--- src/rtl/detector_arbiter_pkg.sv ---
// Shared types and constants for the detector arbiter.
// Optional round-robin grant enabled by DETARB_RR_EN.
package detector_arbiter_pkg;

  localparam int FRAME_W = 8;
  localparam int NUM_REQ = 4;
  localparam int CNT_W   = 3;
  localparam int IDX_W   = 2;

  localparam logic [2:0] MATCH = 3'b101;

  typedef enum logic [2:0] {
    ST_IDLE,
    ST_LOAD,
    ST_SHIFT,
    ST_DRAIN,
    ST_DONE
  } arb_state_t;

  typedef enum logic [1:0] {
    S0,
    S1,
    S10,
    S101
  } det_state_t;

  // First requesting index found scanning upward from start.
  function automatic logic [IDX_W-1:0] arb_pick(
    input logic [NUM_REQ-1:0] req,
    input logic [IDX_W-1:0]   start
  );
    logic [IDX_W-1:0] idx;
    arb_pick = start;
    for (int k = NUM_REQ - 1; k >= 0; k--) begin
      idx = start + IDX_W'(k);
      if (req[idx]) arb_pick = idx;
    end
  endfunction

endpackage

--- src/rtl/detector_arbiter_seq_det.sv ---
// Moore "101" detector, overlapping matches.
// out is high only while in S101.
module seq_det
  import detector_arbiter_pkg::*;
(
  input  logic clk,
  input  logic rst,
  input  logic clr,
  input  logic inp,
  output logic out
);

  det_state_t r_state;

  // Advance one pattern step per clock; clr restarts the search.
  always_ff @(posedge clk or negedge rst) begin
    if (!rst) begin
      r_state <= S0;
    end else if (clr) begin
      r_state <= S0;
    end else begin
      unique case (r_state)
        S0:   r_state <= (inp == MATCH[2]) ? S1 : S0;
        S1:   r_state <= (inp == MATCH[1]) ? S10 : S1;
        S10:  r_state <= (inp == MATCH[0]) ? S101 : S0;
        S101: r_state <= (inp == MATCH[1]) ? S10 : S1;
        default: r_state <= S0;
      endcase
    end
  end

  assign out = (r_state == S101);

endmodule

--- src/rtl/detector_arbiter.sv ---
// Arbitrates 4 requesters; counts "101" in the granted frame.
// DETARB_RR_EN selects round-robin, else fixed priority.
module detector_arbiter
  import detector_arbiter_pkg::*;
(
  input  logic                       clk,
  input  logic                       rst,
  input  logic [NUM_REQ-1:0]         req,
  input  logic [NUM_REQ*FRAME_W-1:0] frame_in,
  output logic [NUM_REQ-1:0]         gnt,
  output logic                       busy,
  output logic                       done,
  output logic [CNT_W-1:0]           count
);

  arb_state_t         r_state;
  logic [NUM_REQ-1:0] r_gnt;
  logic               r_busy;
  logic               r_done;
  logic [CNT_W-1:0]   r_count;
  logic [2:0]         r_bitcnt;
  logic [FRAME_W-1:0] r_shift;
  logic [IDX_W-1:0]   r_idx;

  logic [IDX_W-1:0]   w_start;
  logic [IDX_W-1:0]   w_sel;
  logic               w_det_clr;
  logic               w_det_out;

`ifdef DETARB_RR_EN
  logic [IDX_W-1:0] r_ptr;

  assign w_start = r_ptr;

  // Move priority just past the requester finishing service.
  always_ff @(posedge clk or negedge rst) begin
    if (!rst) begin
      r_ptr <= '0;
    end else if (r_state == ST_DONE) begin
      r_ptr <= r_idx + IDX_W'(1);
    end
  end
`else
  assign w_start = '0;
`endif

  assign w_sel     = arb_pick(req, w_start);
  assign w_det_clr = (r_state == ST_LOAD);

  seq_det u_det (
    .clk (clk),
    .rst (rst),
    .clr (w_det_clr),
    .inp (r_shift[FRAME_W-1]),
    .out (w_det_out)
  );

  // Service FSM with registered grant, busy, done and count.
  always_ff @(posedge clk or negedge rst) begin
    if (!rst) begin
      r_state  <= ST_IDLE;
      r_gnt    <= '0;
      r_busy   <= 1'b0;
      r_done   <= 1'b0;
      r_count  <= '0;
      r_bitcnt <= '0;
      r_shift  <= '0;
      r_idx    <= '0;
    end else begin
      unique case (r_state)
        ST_IDLE: begin
          if (|req) begin
            r_state <= ST_LOAD;
            r_idx   <= w_sel;
            r_gnt   <= NUM_REQ'(1) << w_sel;
            r_busy  <= 1'b1;
            r_count <= '0;
          end
        end
        ST_LOAD: begin
          r_shift  <= frame_in[{r_idx, 3'b000} +: FRAME_W];
          r_bitcnt <= '0;
          r_state  <= ST_SHIFT;
        end
        ST_SHIFT: begin
          r_shift <= {r_shift[FRAME_W-2:0], 1'b0};
          if (w_det_out && r_bitcnt != 3'd0) begin
            r_count <= r_count + CNT_W'(1);
          end
          if (r_bitcnt == 3'd7) begin
            r_state <= ST_DRAIN;
          end else begin
            r_bitcnt <= r_bitcnt + 3'd1;
          end
        end
        ST_DRAIN: begin
          if (w_det_out) begin
            r_count <= r_count + CNT_W'(1);
          end
          r_done  <= 1'b1;
          r_state <= ST_DONE;
        end
        ST_DONE: begin
          r_done  <= 1'b0;
          r_gnt   <= '0;
          r_busy  <= 1'b0;
          r_state <= ST_IDLE;
        end
        default: r_state <= ST_IDLE;
      endcase
    end
  end

  assign gnt   = r_gnt;
  assign busy  = r_busy;
  assign done  = r_done;
  assign count = r_count;

endmodule

--- config.mk ---
export PLATFORM = sky130hd
export DESIGN_NAME = detector_arbiter
export DESIGN_NICKNAME = d
export VERILOG_FILES = /design/src/rtl/detector_arbiter_pkg.sv /design/src/rtl/detector_arbiter_seq_det.sv /design/src/rtl/detector_arbiter.sv
export SDC_FILE = /design/constraint.sdc
export NUM_CORES = 1
export LEC_CHECK = 0
export ABC_CLOCK_PERIOD_IN_PS = 1300
export BUFFER_PORTS_ARGS = -buffer_cell sky130_fd_sc_hd__buf_2
export CAP_MARGIN = 20
export CORE_MARGIN = 8
export CORE_UTILIZATION = 46
export CTS_CLUSTER_SIZE = 8
export DETAILED_ROUTE_END_ITERATION = 10
export GPL_TIMING_DRIVEN = 0
export PLACE_DENSITY = 0.83
export RECOVER_POWER = 100
export SLEW_MARGIN = 5
export SYNTH_ARGS = -nofsm -noshare
export SYNTH_HDL_FRONTEND = slang
export SYNTH_HIERARCHICAL = 1
export SYNTH_SLANG_ARGS = --single-unit
--- constraint.sdc ---
create_clock -name clk -period 1.3 [get_ports clk]
set_input_delay 0.065 -clock clk [delete_from_list [all_inputs] [get_ports clk]]
set_output_delay 0.065 -clock clk [all_outputs]
set_load 0.02 [all_outputs]
; ---- Word level (Yosys, flattened, before mapping)
; Cells that the tools add are included.
[totals]
in_bits = 38
out_inout_bits = 9
word_cells = 65
reg_bits = 27
[classes]
shift = 2
mux = 24
n_addsub = 2
reduce_logical = 15
n_eq_ne = 13
[ops]
columns = cell, n
row1 = $shiftx 32x6->8, 1
row2 = $mux 3, 6
row3 = $pmux 8 s2, 1
row4 = $mux 2, 7
row5 = $pmux 3 s4, 1
row6 = $ne 2x2->1 const B, 5
row7 = $pmux 3 s3, 1
row8 = $pmux 4 s2, 1
row9 = $reduce_and 2->1, 4
row10 = $add 3x1->3 const B, 2
row11 = $eq 3x2->1 const B, 2
row12 = $eq 3x3->1 const B, 2
row13 = $pmux 2 s3, 1
row14 = $pmux 3 s2, 1
row15 = $reduce_bool 2->1, 3
row16 = $reduce_bool 3->1, 2
row17 = $eq 2x2->1 const B, 2
row18 = $mux 4, 1
row19 = $pmux 1 s2, 2
row20 = $reduce_and 4->1, 1
row21 = $reduce_or 4->1, 1
row22 = $shl 1x2->4 const A, 1
row23 = $eq 3x1->1 const B, 1
row24 = $logic_not 3->1, 1
row25 = 5 further kinds, 6

; ---- Depth between registers and ports, before layout
; Gate-level depths: netlist of run 1.
[depth]
word_depth = 7
depth_mapped = 5
depth_no_buf = 5

; ---- Cells and area by module
; The synthesis of run 1 kept the hierarchy.
[modules_own_cells]
columns = mod, n_inst, cells_each, area_each_um2, seq_area_each_um2
row1 = detector_arbiter, 1, 147, 1500.2, 625.6
row2 = seq_det, 1, 7, 82.6, 50.0

; ---- Worst setup path after synthesis of run 1
; Ideal clock, no wire load.
[synth_path]
path_kind = flip-flop to flip-flop
from = register r_state[1] (netlist name)
to = register r_count[2], in the netlist count[2]
t_arrival_ns = 1.277
n_path_buf = 2
path_stages_with_launch = 6
slack_ns = -0.112
setup_time_ns = 0.134
required_ns = 1.166
period_less_slack_ns = 1.412
cell_sequence = dfrtp_1 > buf_6 > or3_4 > buf_2 > o221ai_1 > o211ai_1
[synth_rtl]
columns = element, line
row1 = end signal: assignment, detector_arbiter.sv:88  ; r_count <= r_count + CNT_W'(1);
row2 = end signal: assignment, detector_arbiter.sv:98  ; r_count <= r_count + CNT_W'(1);
row3 = end: declaration, detector_arbiter.sv:20  ; logic [CNT_W-1:0] r_count;

==> results of run 1 <==
[report_power, final]
group | internal (mW) | total (mW) | switching (mW) | leakage, nW
Combinational | 1.45 | 2.95 | 1.50 | 0.577
Clock | 0.118 | 0.383 | 0.265 | 0.0139
Sequential | 1.23 | 1.58 | 0.350 | 0.331
Total | 2.81 | 4.92 | 2.11 | 0.922
[what timing repair did]
item | 4_1_cts | 5_1_grt
hold buffers | 2 | 0
setup endpoints to repair | 25 | 25
gates resized for setup | 18 | 19
hold endpoints to repair | 28 | 0
pin swaps | 1 | 6
buffers inserted | 6 | 3
gates cloned | 0 | 0
[path summary, 6_finish.rpt]
kind / start / end / cells after the start / slack (ns)
worst max register to register: r_state[1] / count[0] / 4 / -0.14
min in group asynchronous: rst / gnt[3] / 2 / 0.27
worst max-delay path: r_state[1] / count[0] / 4 / -0.14
max in group asynchronous: rst / r_state[2] / 2 / 0.56
worst min register to register: r_shift[0] / r_shift[0] / 2 / 0.53
worst min-delay path: req[0] / gnt[0] / 3 / 0.02
[registers in the layout (all words and copies together) (netlist names)]
signal and flops:
r_state 3, r_shift 8, busy 1, done 1, r_bitcnt 3, count 3
u_det/r_state 2, r_idx 2, gnt 4
[layout by cell type, fill, tap and decap left out, types with 2 or more instances in the layout]
cell type / synthesis / routed
sky130_fd_sc_hd__buf_4: 0 / 11
sky130_fd_sc_hd__dfrtp_1: 27 / 26
sky130_fd_sc_hd__nand2_1: 3 / 2
sky130_fd_sc_hd__a211oi_1: 7 / 6
sky130_fd_sc_hd__clkbuf_4: 0 / 3
sky130_fd_sc_hd__ha_1: 4 / 2
sky130_fd_sc_hd__inv_1: 8 / 7
sky130_fd_sc_hd__buf_2: 4 / 39
sky130_fd_sc_hd__o21ai_1: 0 / 3
sky130_fd_sc_hd__mux2i_1: 2 / 2
sky130_fd_sc_hd__nor3_1: 13 / 10
sky130_fd_sc_hd__mux4_2: 8 / 8
sky130_fd_sc_hd__nand3b_1: 4 / 4
sky130_fd_sc_hd__dlygate4sd3_1: 0 / 2
sky130_fd_sc_hd__o21a_1: 7 / 7
sky130_fd_sc_hd__clkinvlp_4: 0 / 2
sky130_fd_sc_hd__a22oi_1: 2 / 2
sky130_fd_sc_hd__buf_6: 1 / 4
sky130_fd_sc_hd__a21oi_1: 13 / 12
sky130_fd_sc_hd__o22a_1: 3 / 3
sky130_fd_sc_hd__nor2_1: 16 / 15
sky130_fd_sc_hd__clkbuf_1: 5 / 8
sky130_fd_sc_hd__o2bb2ai_1: 4 / 4
sky130_fd_sc_hd__nor3_4: 0 / 2
[through the flow]
step,cell area (um^2),TNS [ns],instances
6_report,2095,-1.447,259
5_1_grt,2095,-2.837,259
2_1_floorplan,1603,-0.2554,154
4_1_cts,2039,-1.099,256
3_3_place_gp,1891,-3.112,246
3_5_place_dp,1891,-3.595,246
[cells by family (layout without fill, tap and decap cells)]
| group | Yosys count | in the layout |
|---|---|---|
| xor gates and xnor gates | 1 | 1 |
| adders and majority gates | 4 | 4 |
| DFF | 27 | 27 |
| and+or+nand+nor | 48 | 48 |
| muxes | 10 | 10 |
| AOI/OAI and AO/OA | 45 | 45 |
| buffers and inverters | 19 | 78 |
[layout make-up]
type	instances	area, um^2	share of cell area, %
well taps	46	57.56	2.748
inverters	9	37.54	1.792
multi-input cells	108	914.6	43.67
repair buffers	57	307.8	14.70
clock inverters	1	7.507	0.3584
flip-flops and latches	27	676.9	32.32
clock buffers	3	22.52	1.075
plain buffers	8	70.07	3.345
[worst reg2reg max path, stage by stage (launching register included)]
cell,delay [ns]
sky130_fd_sc_hd__dfrtp_1,0.41
sky130_fd_sc_hd__buf_6,0.14
sky130_fd_sc_hd__or3_4,0.38
sky130_fd_sc_hd__o22a_1,0.25
sky130_fd_sc_hd__a21o_1,0.17
[routing by layer]
metal	up-vias	part of all wire (%)
li1	695	-
met1	695	44
met2	55	47
met3	9	7.2
met4	0	2.4
met5	-	0
==> metrics.log, run 1 <==
INFO  metric final_period_minus_worst_setup_slack = 1.436 ns
INFO  metric grt-busiest-layer = met2
INFO  metric grt_start_max_net_pins = 28
INFO  metric post-route-drc-count = 0
INFO  metric avgSynthCellArea = 10.28 um^2
INFO  metric grt_overflow_total = 0
INFO  metric drt_first_iter_violations = 111
INFO  metric outcome = complete, but fails checks
INFO  metric timing.critical_path.buf_inv = 1
INFO  metric fmax = 0.6965 GHz
INFO  metric use_met2 = 23.33%
INFO  metric synth.yosys.warnings = 6
INFO  metric critPathMaxFanout = 7
INFO  metric postSynthRegisterBits = 27
INFO  metric synth_edf_count = 0
INFO  metric die-height = 74.66 um
INFO  metric syn-cell-area = 0.001583 mm^2
INFO  metric timing.critical_path.max_delay_family = compound AO/OA/AOI/OAI gates
INFO  metric synth.top_cells.by_count = 27 x sky130_fd_sc_hd__dfrtp_1, 16 x sky130_fd_sc_hd__nor2_1, 13 x sky130_fd_sc_hd__a21oi_1, 13 x sky130_fd_sc_hd__nor3_1
INFO  metric hpwl = 2862 um
INFO  metric use_met3 = 4.128%
INFO  metric place.port_buffers = 46
INFO  metric clkLatencyLatePin = 0.34 ns
INFO  metric num_cts_buffers = 3
INFO  metric fillers = 283
INFO  metric final_hold_viol_count = 0
INFO  metric synth_ff_type = sky130_fd_sc_hd__dfrtp_1
INFO  metric design.portCount = 47
INFO  metric place.gp.congestion = 0.7935
INFO  metric slew_viol_final = 0
INFO  metric detail_route.first_pass.iterations = 4
INFO  metric required = 1.55 ns
INFO  metric finalCritPeriodShare = 110.4%
INFO  metric number_of_maximum_capacitance_violations = 0
INFO  metric finish.utilization = 63.27%
INFO  metric synth-xor-area-share = 0.5534%
INFO  metric synth_largest_type_area_fraction = 42.69%
INFO  metric leakagePower = 0.9224 nW
INFO  metric power_density = 2347 mW/mm^2
INFO  metric violated_checks = negative setup slack
INFO  metric antenna_cells_inserted = 0
INFO  metric ant_nets = 0
INFO  metric post_synth_adder_cell_area = 3.162%
INFO  metric synth_compound_area_share = 19.29%
INFO  metric critPathArrivalTime = 1.68 ns
INFO  metric dr_total_vias = 1454
INFO  metric yosys-top-cells-area = sky130_fd_sc_hd__dfrtp_1 43%, sky130_fd_sc_hd__mux4_2 11%, sky130_fd_sc_hd__a21oi_1 4.1%
INFO  metric initial_antenna_violation_count = 0
INFO  metric die_area = 0.005574 mm^2
INFO  metric fp-row-count = 21
INFO  metric yosysMostFrequentCell = sky130_fd_sc_hd__dfrtp_1
INFO  metric timing.slew.headroom = 51.27%
INFO  metric first_global_vias = 1496
INFO  metric grt_pass1_wl = 6568 um
INFO  metric post_drt_wl_per_cell = 15.80 um
INFO  metric preCtsSetupSlack = -0.3189 ns
INFO  metric whs = 0.01826 ns
INFO  metric post_synth_inst_count = 154
INFO  metric synthSimpleGateAreaFrac = 16.36%
INFO  metric timing.clock.skew = 0.006296 ns
INFO  metric final_nets = 256
INFO  metric cp_cell_sequence = buf_6 -> or3_4 -> o22a_1 -> a21o_1
INFO  metric timing_worst_slew_pin_value = 0.7248 ns
INFO  metric hold_class = in -> reg
INFO  metric core_region_area = 0.003311 mm^2
INFO  metric synth_top_family_by_area = compound AO/OA/AOI/OAI gates
INFO  metric buffer_levels_on_the_longest_clock_path = 2
INFO  metric clk_pin_slew_worst_paths = 0.15 ns
INFO  metric ys_seq_area_share = 42.69%
INFO  metric numClockSinks = 27
INFO  metric area_growth_syn_to_layout = 32.33%
INFO  metric finalPower = 4.916 mW
INFO  metric clock_tree.root_cell = sky130_fd_sc_hd__clkbuf_4
INFO  metric criticalPathCategory = reg -> reg
INFO  metric grt_setup_unrepaired = true
INFO  metric timing.critical_path.from_type = flip-flop
INFO  metric clock_tree_from_tritoncts = yes
INFO  metric grt_util_met1 = 19.29%
INFO  metric fp.dieW = 74.66 um
INFO  metric drt_wl_total = 4093 um
INFO  metric fin_ws = -0.1357 ns
INFO  metric critical-path-max-stage-delay = 0.41 ns
INFO  metric critical-path-slowest-cell = sky130_fd_sc_hd__dfrtp_1
INFO  metric yosys-mux-area-fraction = 12.65%
INFO  metric starting_density_of_the_core = 47.81%
INFO  metric async_flop_share = 100.0%
INFO  metric finalSetupViolCount = 22
INFO  metric yosysTopAreaCell = sky130_fd_sc_hd__dfrtp_1
INFO  metric layout-drive-gt1-share = 41.31%
INFO  metric h_tree_depth = 1
INFO  metric worstSetupEndpointType = flip-flop
INFO  metric avgViaCountPerCell = 5.614
INFO  metric synthesis.nets = 196
INFO  metric peakVddDrop = 1.111 mV
INFO  metric netlist-cell-type-count = 37
INFO  metric global_route.usage.total = 15.23%
Note: power is estimated with default switching activity, not from simulation.
==> inputs of run 2 (changes only) <==
--- a/config.mk
+++ b/config.mk
@@ -6,10 +6,11 @@
 export NUM_CORES = 1
 export LEC_CHECK = 0
 export ABC_CLOCK_PERIOD_IN_PS = 1300
-export BUFFER_PORTS_ARGS = -buffer_cell sky130_fd_sc_hd__buf_2
+export BUFFER_PORTS_ARGS = -buffer_cell sky130_fd_sc_hd__buf_4
 export CAP_MARGIN = 20
 export CORE_MARGIN = 8
 export CORE_UTILIZATION = 46
+export CTS_CLUSTER_DIAMETER = 120
 export CTS_CLUSTER_SIZE = 8
 export DETAILED_ROUTE_END_ITERATION = 10
 export GPL_TIMING_DRIVEN = 0
==> metrics.log, run 2 (synthesis results as in run 1) <==
INFO  metric outcome = complete, but fails checks (unchanged)
INFO  metric timing.critical_path.from_type = flip-flop (unchanged)
INFO  metric die-height = 74.66 um (unchanged)
INFO  metric num_cts_buffers = 3 (unchanged)
INFO  metric global_route.usage.total = 16.12% (was 15.23%)
INFO  metric violated_checks = negative setup slack (unchanged)
INFO  metric most_common_cell_after_layout_fill_and_taps_aside = sky130_fd_sc_hd__buf_4 (was sky130_fd_sc_hd__buf_2)
INFO  metric worstSetupEndpointType = flip-flop (unchanged)
INFO  metric initial_antenna_violation_count = 0 (unchanged)
INFO  metric fp-row-count = 21 (unchanged)
INFO  metric timing.clock.skew = 0.01147 ns (was 0.006296 ns)
INFO  metric largest_register_ffs = 8 (unchanged)
INFO  metric fp.dieW = 74.66 um (unchanged)
INFO  metric cp-endpoint = gnt[1] (was count[0])
INFO  metric grt_util_met1 = 19.82% (was 19.29%)
INFO  metric area_growth_syn_to_layout = 47.67% (was 32.33%)
INFO  metric design.portCount = 47 (unchanged)
INFO  metric grt_setup_unrepaired = true (unchanged)
INFO  metric ant_nets = 0 (unchanged)
INFO  metric rr_endpoint = gnt[1] (was count[0])
INFO  metric detail_route.first_pass.iterations = 4 (unchanged)
INFO  metric use_met2 = 26.04% (was 23.33%)
INFO  metric grt_pass1_wl = 7058 um (was 6568 um)
INFO  metric clk_pin_slew_worst_paths = 0.14 ns (was 0.15 ns)
INFO  metric leakagePower = 1.010 nW (was 0.9224 nW)
INFO  metric final_hold_viol_count = 0 (unchanged)
INFO  metric reg_with_most_ffs = r_shift (unchanged)
INFO  metric timing_worst_slew_pin_value = 0.7632 ns (was 0.7248 ns)
INFO  metric numPlacedInstances = 246 (unchanged)
INFO  metric clkLatencyLatePin = 0.34 ns (about the same)
INFO  metric layout-drive-gt1-share = 51.15% (was 41.31%)
INFO  metric hpwl = 2980 um (was 2862 um)
INFO  metric antenna_cells_inserted = 0 (unchanged)
INFO  metric clock_tree_from_tritoncts = yes (unchanged)
INFO  metric place.port_buffers = 46 (unchanged)
INFO  metric critPathArrivalTime = 1.70 ns (was 1.68 ns)
INFO  metric clock_tree.root_cell = sky130_fd_sc_hd__clkbuf_4 (unchanged)
INFO  metric grt_overflow_total = 0 (unchanged)
INFO  metric slew_viol_final = 0 (unchanged)
INFO  metric finalPower = 5.502 mW (was 4.916 mW)
INFO  metric hold_class = in -> reg (unchanged)
INFO  metric use_met3 = 5.593% (was 4.128%)
INFO  metric r2r-start = r_state[1] (unchanged)
INFO  metric number_of_maximum_capacitance_violations = 0 (unchanged)
INFO  metric numClockSinks = 27 (unchanged)
INFO  metric grt-busiest-layer = met2 (unchanged)
INFO  metric buffer_levels_on_the_longest_clock_path = 2 (unchanged)
INFO  metric final_nets = 260 (was 256)
INFO  metric criticalPathCategory = reg -> reg (unchanged)
INFO  metric peakVddDrop = 0.9503 mV (was 1.111 mV)
INFO  metric critPathLaunch = r_state[1] (unchanged)
INFO  metric finalSetupViolCount = 15 (was 22)
INFO  metric starting_density_of_the_core = 47.81% (unchanged)
INFO  metric fmax = 0.6966 GHz (was 0.6965 GHz)
INFO  metric post_drt_wl_per_cell = 16.35 um (was 15.80 um)
INFO  metric h_tree_depth = 1 (unchanged)
INFO  metric ff_to_ff_setup_slack = -0.14 ns (about the same)
INFO  metric finalCritPeriodShare = 110.4% (about the same)
INFO  metric critPathMaxFanout = 4 (was 7)
INFO  metric finish.cell_count_without_fillers = 263 (was 259)
INFO  metric drt_wl_total = 4299 um (was 4093 um)
INFO  metric fin_ws = -0.1355 ns (was -0.1357 ns)
INFO  metric grt_start_max_net_pins = 28 (unchanged)
INFO  metric required = 1.57 ns (was 1.55 ns)
INFO  metric post_dp_cell_area = 0.002006 mm^2 (was 0.001891 mm^2)
INFO  metric power_density = 2354 mW/mm^2 (was 2347 mW/mm^2)
INFO  metric r2r.worst_path.cells = 4 (unchanged)
INFO  metric post-route-drc-count = 0 (unchanged)
INFO  metric avgViaCountPerCell = 5.688 (was 5.614)
INFO  metric timing.slew.headroom = 48.69% (was 51.27%)
INFO  metric dr_total_vias = 1496 (was 1454)
INFO  metric finalInstanceArea = 0.002337 mm^2 (was 0.002095 mm^2)
INFO  metric core_region_area = 0.003311 mm^2 (unchanged)
INFO  metric die_area = 0.005574 mm^2 (unchanged)
INFO  metric most-common-layout-cells = 49 x sky130_fd_sc_hd__buf_4, 26 x sky130_fd_sc_hd__dfrtp_1, 12 x sky130_fd_sc_hd__a21oi_1, 9 x sky130_fd_sc_hd__nor2_1 (was 39 x sky130_fd_sc_hd__buf_2, 26 x sky130_fd_sc_hd__dfrtp_1, 15 x sky130_fd_sc_hd__nor2_1, 12 x sky130_fd_sc_hd__a21oi_1, 11 x sky130_fd_sc_hd__buf_4)
INFO  metric fin_tns_setup = -1.100 ns (was -1.447 ns)
INFO  metric final_period_minus_worst_setup_slack = 1.436 ns (about the same)
INFO  metric first_global_vias = 1557 (was 1496)
INFO  metric drt_first_iter_violations = 53 (was 111)
INFO  metric place.gp.congestion = 0.8106 (was 0.7935)
-- run 2: cell types whose count changed in the layout (fill, tap and decap cells not counted), sizes merged --
cell	delta
buf	+3
clkbuf	+1
clkinv	+1
clkinvlp	-1
-- run 2: stage by stage --
| stage | setup slack (ns) | hold WS [ns] | utilization (%) |
|---|---|---|---|
| 3_3_place_gp | -0.2957 | -0.005236 | 60.58 |
| 3_5_place_dp | -0.2966 | 0.0003200 | 60.58 |
| 6_report | -0.1355 | 0.04514 | 70.60 |
| 5_1_grt | -0.1720 | 0.02831 | 70.60 |
| 2_1_floorplan | -0.06037 | -0.2306 | - |
| 4_1_cts | -0.1293 | 0.006073 | 65.68 |
-- run 2: report_power, final --
| part | switching, mW | total (mW) | internal (mW) |
|---|---|---|---|
| clock network | 0.264 | 0.380 | 0.116 |
| registers | 0.365 | 1.60 | 1.23 |
| logic | 1.72 | 3.52 | 1.80 |
| total | 2.35 | 5.50 | 3.15 |
-- run 2: critical path: stages, from the launching register on --
cell                      delay (ns)
sky130_fd_sc_hd__dfrtp_1        0.42
sky130_fd_sc_hd__buf_6          0.12
sky130_fd_sc_hd__or3_4          0.39
sky130_fd_sc_hd__or3_1          0.32
sky130_fd_sc_hd__a21oi_1        0.13
-- run 2: worst min path at each step --
stage            from     end  slack (ns)  cells after the start
6_report       req[0]  gnt[1]        0.05                      3
5_1_grt        req[0]  gnt[1]        0.03                      3
4_1_cts        req[0]  gnt[0]       0.006                      3
3_5_place_dp      rst    busy      0.0003                      1
3_3_place_gp      rst  gnt[0]      -0.005                      1
2_1_floorplan     rst    busy       -0.23                      0
-- run 2: timing repair --
| action | in CTS | in global routing |
|---|---|---|
| buffers inserted | 4 | 8 |
| setup endpoints to repair | 24 | 25 |
| hold buffers | 1 | 1 |
| resized for setup | 30 | 38 |
| pin swaps | 6 | 13 |
| gates cloned | 1 | 0 |
| endpoints found under the hold margin | 27 | 1 |
-- run 2: per-layer routing --
layer,routed length (um),share of wire [%]
met4,96,2.2
met1,1807,42
met5,0,0
met3,333,7.7
met2,2061,48
-- run 2: final cells by class --
| cell class | instances | area, um^2 |
|---|---|---|
| plain buffers | 8 | 90.09 |
| clock buffers | 3 | 22.52 |
| clock inverters | 1 | 5.005 |
| fillers | 253 | 973.4 |
| inverters | 9 | 37.54 |
| multi-input cells | 108 | 1010 |
| flip-flops and latches | 27 | 676.9 |
| well taps | 46 | 57.56 |
| repair buffers | 61 | 437.9 |
==> inputs of run 3 (changes only) <==
--- a/config.mk
+++ b/config.mk
@@ -8,7 +8,7 @@
 export ABC_CLOCK_PERIOD_IN_PS = 1300
 export BUFFER_PORTS_ARGS = -buffer_cell sky130_fd_sc_hd__buf_4
 export CAP_MARGIN = 20
-export CORE_MARGIN = 8
+export CORE_ASPECT_RATIO = 0.8
 export CORE_UTILIZATION = 46
 export CTS_CLUSTER_DIAMETER = 120
 export CTS_CLUSTER_SIZE = 8
==> metrics.log, run 3 (synthesis results as in run 1) <==
INFO  metric post-route-drc-count = 0 (unchanged)
INFO  metric clk_pin_slew_worst_paths = 0.09 ns (was 0.14 ns)
INFO  metric ff_to_ff_setup_slack = -0.15 ns (was -0.14 ns)
INFO  metric area_growth_syn_to_layout = 41.19% (was 47.67%)
INFO  metric initial_antenna_violation_count = 0 (unchanged)
INFO  metric slew_viol_final = 0 (unchanged)
INFO  metric timing.slew.headroom = 54.13% (was 48.69%)
INFO  metric area.sequential = 676.9 um^2 (unchanged)
INFO  metric final_nets = 256 (was 260)
INFO  metric design.portCount = 47 (unchanged)
INFO  metric whs = 0.08142 ns (was 0.04514 ns)
INFO  metric reg_with_most_ffs = r_shift (unchanged)
INFO  metric timing.critical_path.from_type = flip-flop (unchanged)
INFO  metric power_density = 2359 mW/mm^2 (was 2354 mW/mm^2)
INFO  metric grt_start_max_net_pins = 28 (unchanged)
INFO  metric required = 1.45 ns (was 1.57 ns)
INFO  metric violated_checks = negative setup slack (unchanged)
INFO  metric r2r-start = r_state[1] (unchanged)
INFO  metric place.gp.congestion = 0.7737 (was 0.8106)
INFO  metric post_drt_wl_per_cell = 16.01 um (was 16.35 um)
INFO  metric ant_nets = 0 (unchanged)
INFO  metric timing.clock.skew = 0.006528 ns (was 0.01147 ns)
INFO  metric timing_worst_slew_pin_value = 0.6823 ns (was 0.7632 ns)
INFO  metric fp.dieW = 67.58 um (was 74.66 um)
INFO  metric place.port_buffers = 46 (unchanged)
INFO  metric drt_first_iter_violations = 84 (was 53)
INFO  metric rr_endpoint = count[2] (was gnt[1])
INFO  metric critPathArrivalTime = 1.60 ns (was 1.70 ns)
INFO  metric clock_tree.root_cell = sky130_fd_sc_hd__clkbuf_8 (was sky130_fd_sc_hd__clkbuf_4)
INFO  metric leakagePower = 0.9727 nW (was 1.010 nW)
INFO  metric grt_pass1_wl = 5996 um (was 7058 um)
INFO  metric most_common_cell_after_layout_fill_and_taps_aside = sky130_fd_sc_hd__buf_4 (unchanged)
INFO  metric top_layer = met4 (unchanged)
INFO  metric critPathLaunch = r_state[1] (unchanged)
INFO  metric layout-drive-gt1-share = 44.60% (was 51.15%)
INFO  metric global_route.usage.total = 22.83% (was 16.12%)
INFO  metric detail_route.wirelength.met1 = 1758 um (was 1807 um)
INFO  metric detail_route.first_pass.iterations = 4 (unchanged)
INFO  metric numClockSinks = 27 (unchanged)
INFO  metric avgViaCountPerCell = 5.711 (was 5.688)
INFO  metric route.met3.wl = 271 um (was 333 um)
INFO  metric buffer_levels_on_the_longest_clock_path = 2 (unchanged)
INFO  metric final_hold_viol_count = 0 (unchanged)
INFO  metric hold_class = in -> reg (unchanged)
INFO  metric fin_ws = -0.1501 ns (was -0.1355 ns)
INFO  metric cp-endpoint = count[2] (was gnt[1])
INFO  metric antenna_cells_inserted = 0 (unchanged)
INFO  metric die_area = 0.003681 mm^2 (was 0.005574 mm^2)
INFO  metric multi_input_comb_area = 953.4 um^2 (was 0.001010 mm^2)
INFO  metric preCtsSetupSlack = -0.2746 ns (was -0.2966 ns)
INFO  metric worstSetupEndpointType = flip-flop (unchanged)
INFO  metric fmax = 0.6896 GHz (was 0.6966 GHz)
INFO  metric met2_length = 1966 um (was 2061 um)
INFO  metric fillers = 237 (was 253)
INFO  metric most-common-layout-cells = 46 x sky130_fd_sc_hd__buf_4, 26 x sky130_fd_sc_hd__dfrtp_1, 13 x sky130_fd_sc_hd__a21oi_1, 12 x sky130_fd_sc_hd__nor2_1 (was 49 x sky130_fd_sc_hd__buf_4, 26 x sky130_fd_sc_hd__dfrtp_1, 12 x sky130_fd_sc_hd__a21oi_1, 9 x sky130_fd_sc_hd__nor2_1)
INFO  metric r2r.worst_path.cells = 5 (was 4)
INFO  metric num_cts_buffers = 3 (unchanged)
INFO  metric finalPower = 5.271 mW (was 5.502 mW)
INFO  metric clkLatencyLatePin = 0.27 ns (was 0.34 ns)
INFO  metric finalCritPeriodShare = 111.5% (was 110.4%)
INFO  metric finalSetupViolCount = 19 (was 15)
INFO  metric grt_overflow_total = 0 (unchanged)
INFO  metric clock_tree_from_tritoncts = yes (unchanged)
INFO  metric dr_total_vias = 1445 (was 1496)
INFO  metric first_global_vias = 1361 (was 1557)
INFO  metric outcome = complete, but fails checks (unchanged)
INFO  metric h_tree_depth = 1 (unchanged)
INFO  metric criticalPathCategory = reg -> reg (unchanged)
INFO  metric critPathMaxFanout = 5 (was 4)
INFO  metric hpwl = 2666 um (was 2980 um)
INFO  metric starting_density_of_the_core = 49.84% (was 47.81%)
INFO  metric peakVddDrop = 1.093 mV (was 0.9503 mV)
INFO  metric number_of_maximum_capacitance_violations = 0 (unchanged)
INFO  metric die-height = 54.47 um (was 74.66 um)
INFO  metric fp-row-count = 18 (was 21)
INFO  metric drt_wl_total = 4050 um (was 4299 um)
INFO  metric largest_register_ffs = 8 (unchanged)
INFO  metric final_period_minus_worst_setup_slack = 1.450 ns (was 1.436 ns)
INFO  metric grt_setup_unrepaired = true (unchanged)
INFO  metric core_region_area = 0.003176 mm^2 (was 0.003311 mm^2)
[run 3: metal layers]
layer,vias up,GRT usage (%)
met5,-,0
met4,0,9.574
met3,6,3.958
met2,59,40.10
met1,694,27.90
li1,686,-
[run 3: worst min-delay path by stage]
stage | to | startpoint | slack (ns) | cells past startpoint
floorplan | busy | rst | -0.23 | 0
global placement | count[1] | rst | -0.007 | 1
detailed placement | count[2] | rst | -0.001 | 1
CTS | gnt[0] | req[0] | 0.08 | 3
global route | gnt[0] | req[0] | 0.10 | 3
finish | gnt[0] | req[0] | 0.08 | 3
[run 3: what timing repair did]
item,4_1_cts,5_1_grt
hold endpoints to repair,27,0
pin swaps,2,13
gates resized for setup,13,40
hold buffers,1,0
gates cloned,1,0
setup endpoints to repair,24,26
setup buffers,4,5
[run 3: cell type report]
class	instances	share of cell area (%)
Multi-Input combinational cell	108	42.67
Sequential cell	27	30.29
Timing Repair Buffer	57	17.53
Buffer	8	3.583
Tap cell	40	2.240
Clock buffer	4	2.016
Inverter	9	1.680
[run 3: worst max-delay path, stage by stage (launching register included)]
cell and delay (ns):
sky130_fd_sc_hd__dfrtp_1 0.41, sky130_fd_sc_hd__buf_6 0.13, sky130_fd_sc_hd__or3_4 0.38, sky130_fd_sc_hd__buf_6 0.14
sky130_fd_sc_hd__o221ai_2 0.15, sky130_fd_sc_hd__o211ai_1 0.11
[run 3: stage by stage]
step | cell area (um^2) | util [%] | std cells | setup TNS, ns
global route | 2235 | 70.37 | 253 | -2.755
floorplan | 1603 | - | 154 | -0.2554
global placement | 1998 | 62.92 | 240 | -2.587
finish | 2235 | 70.37 | 253 | -1.531
CTS | 2127 | 66.98 | 248 | -1.747
detailed placement | 1998 | 62.92 | 240 | -3.426
[run 3: power breakdown]
group	internal, mW	leakage (nW)	switching [mW]	total, mW
clock network	0.220	0.0228	0.260	0.480
logic	1.58	0.619	1.59	3.18
registers	1.24	0.331	0.378	1.61
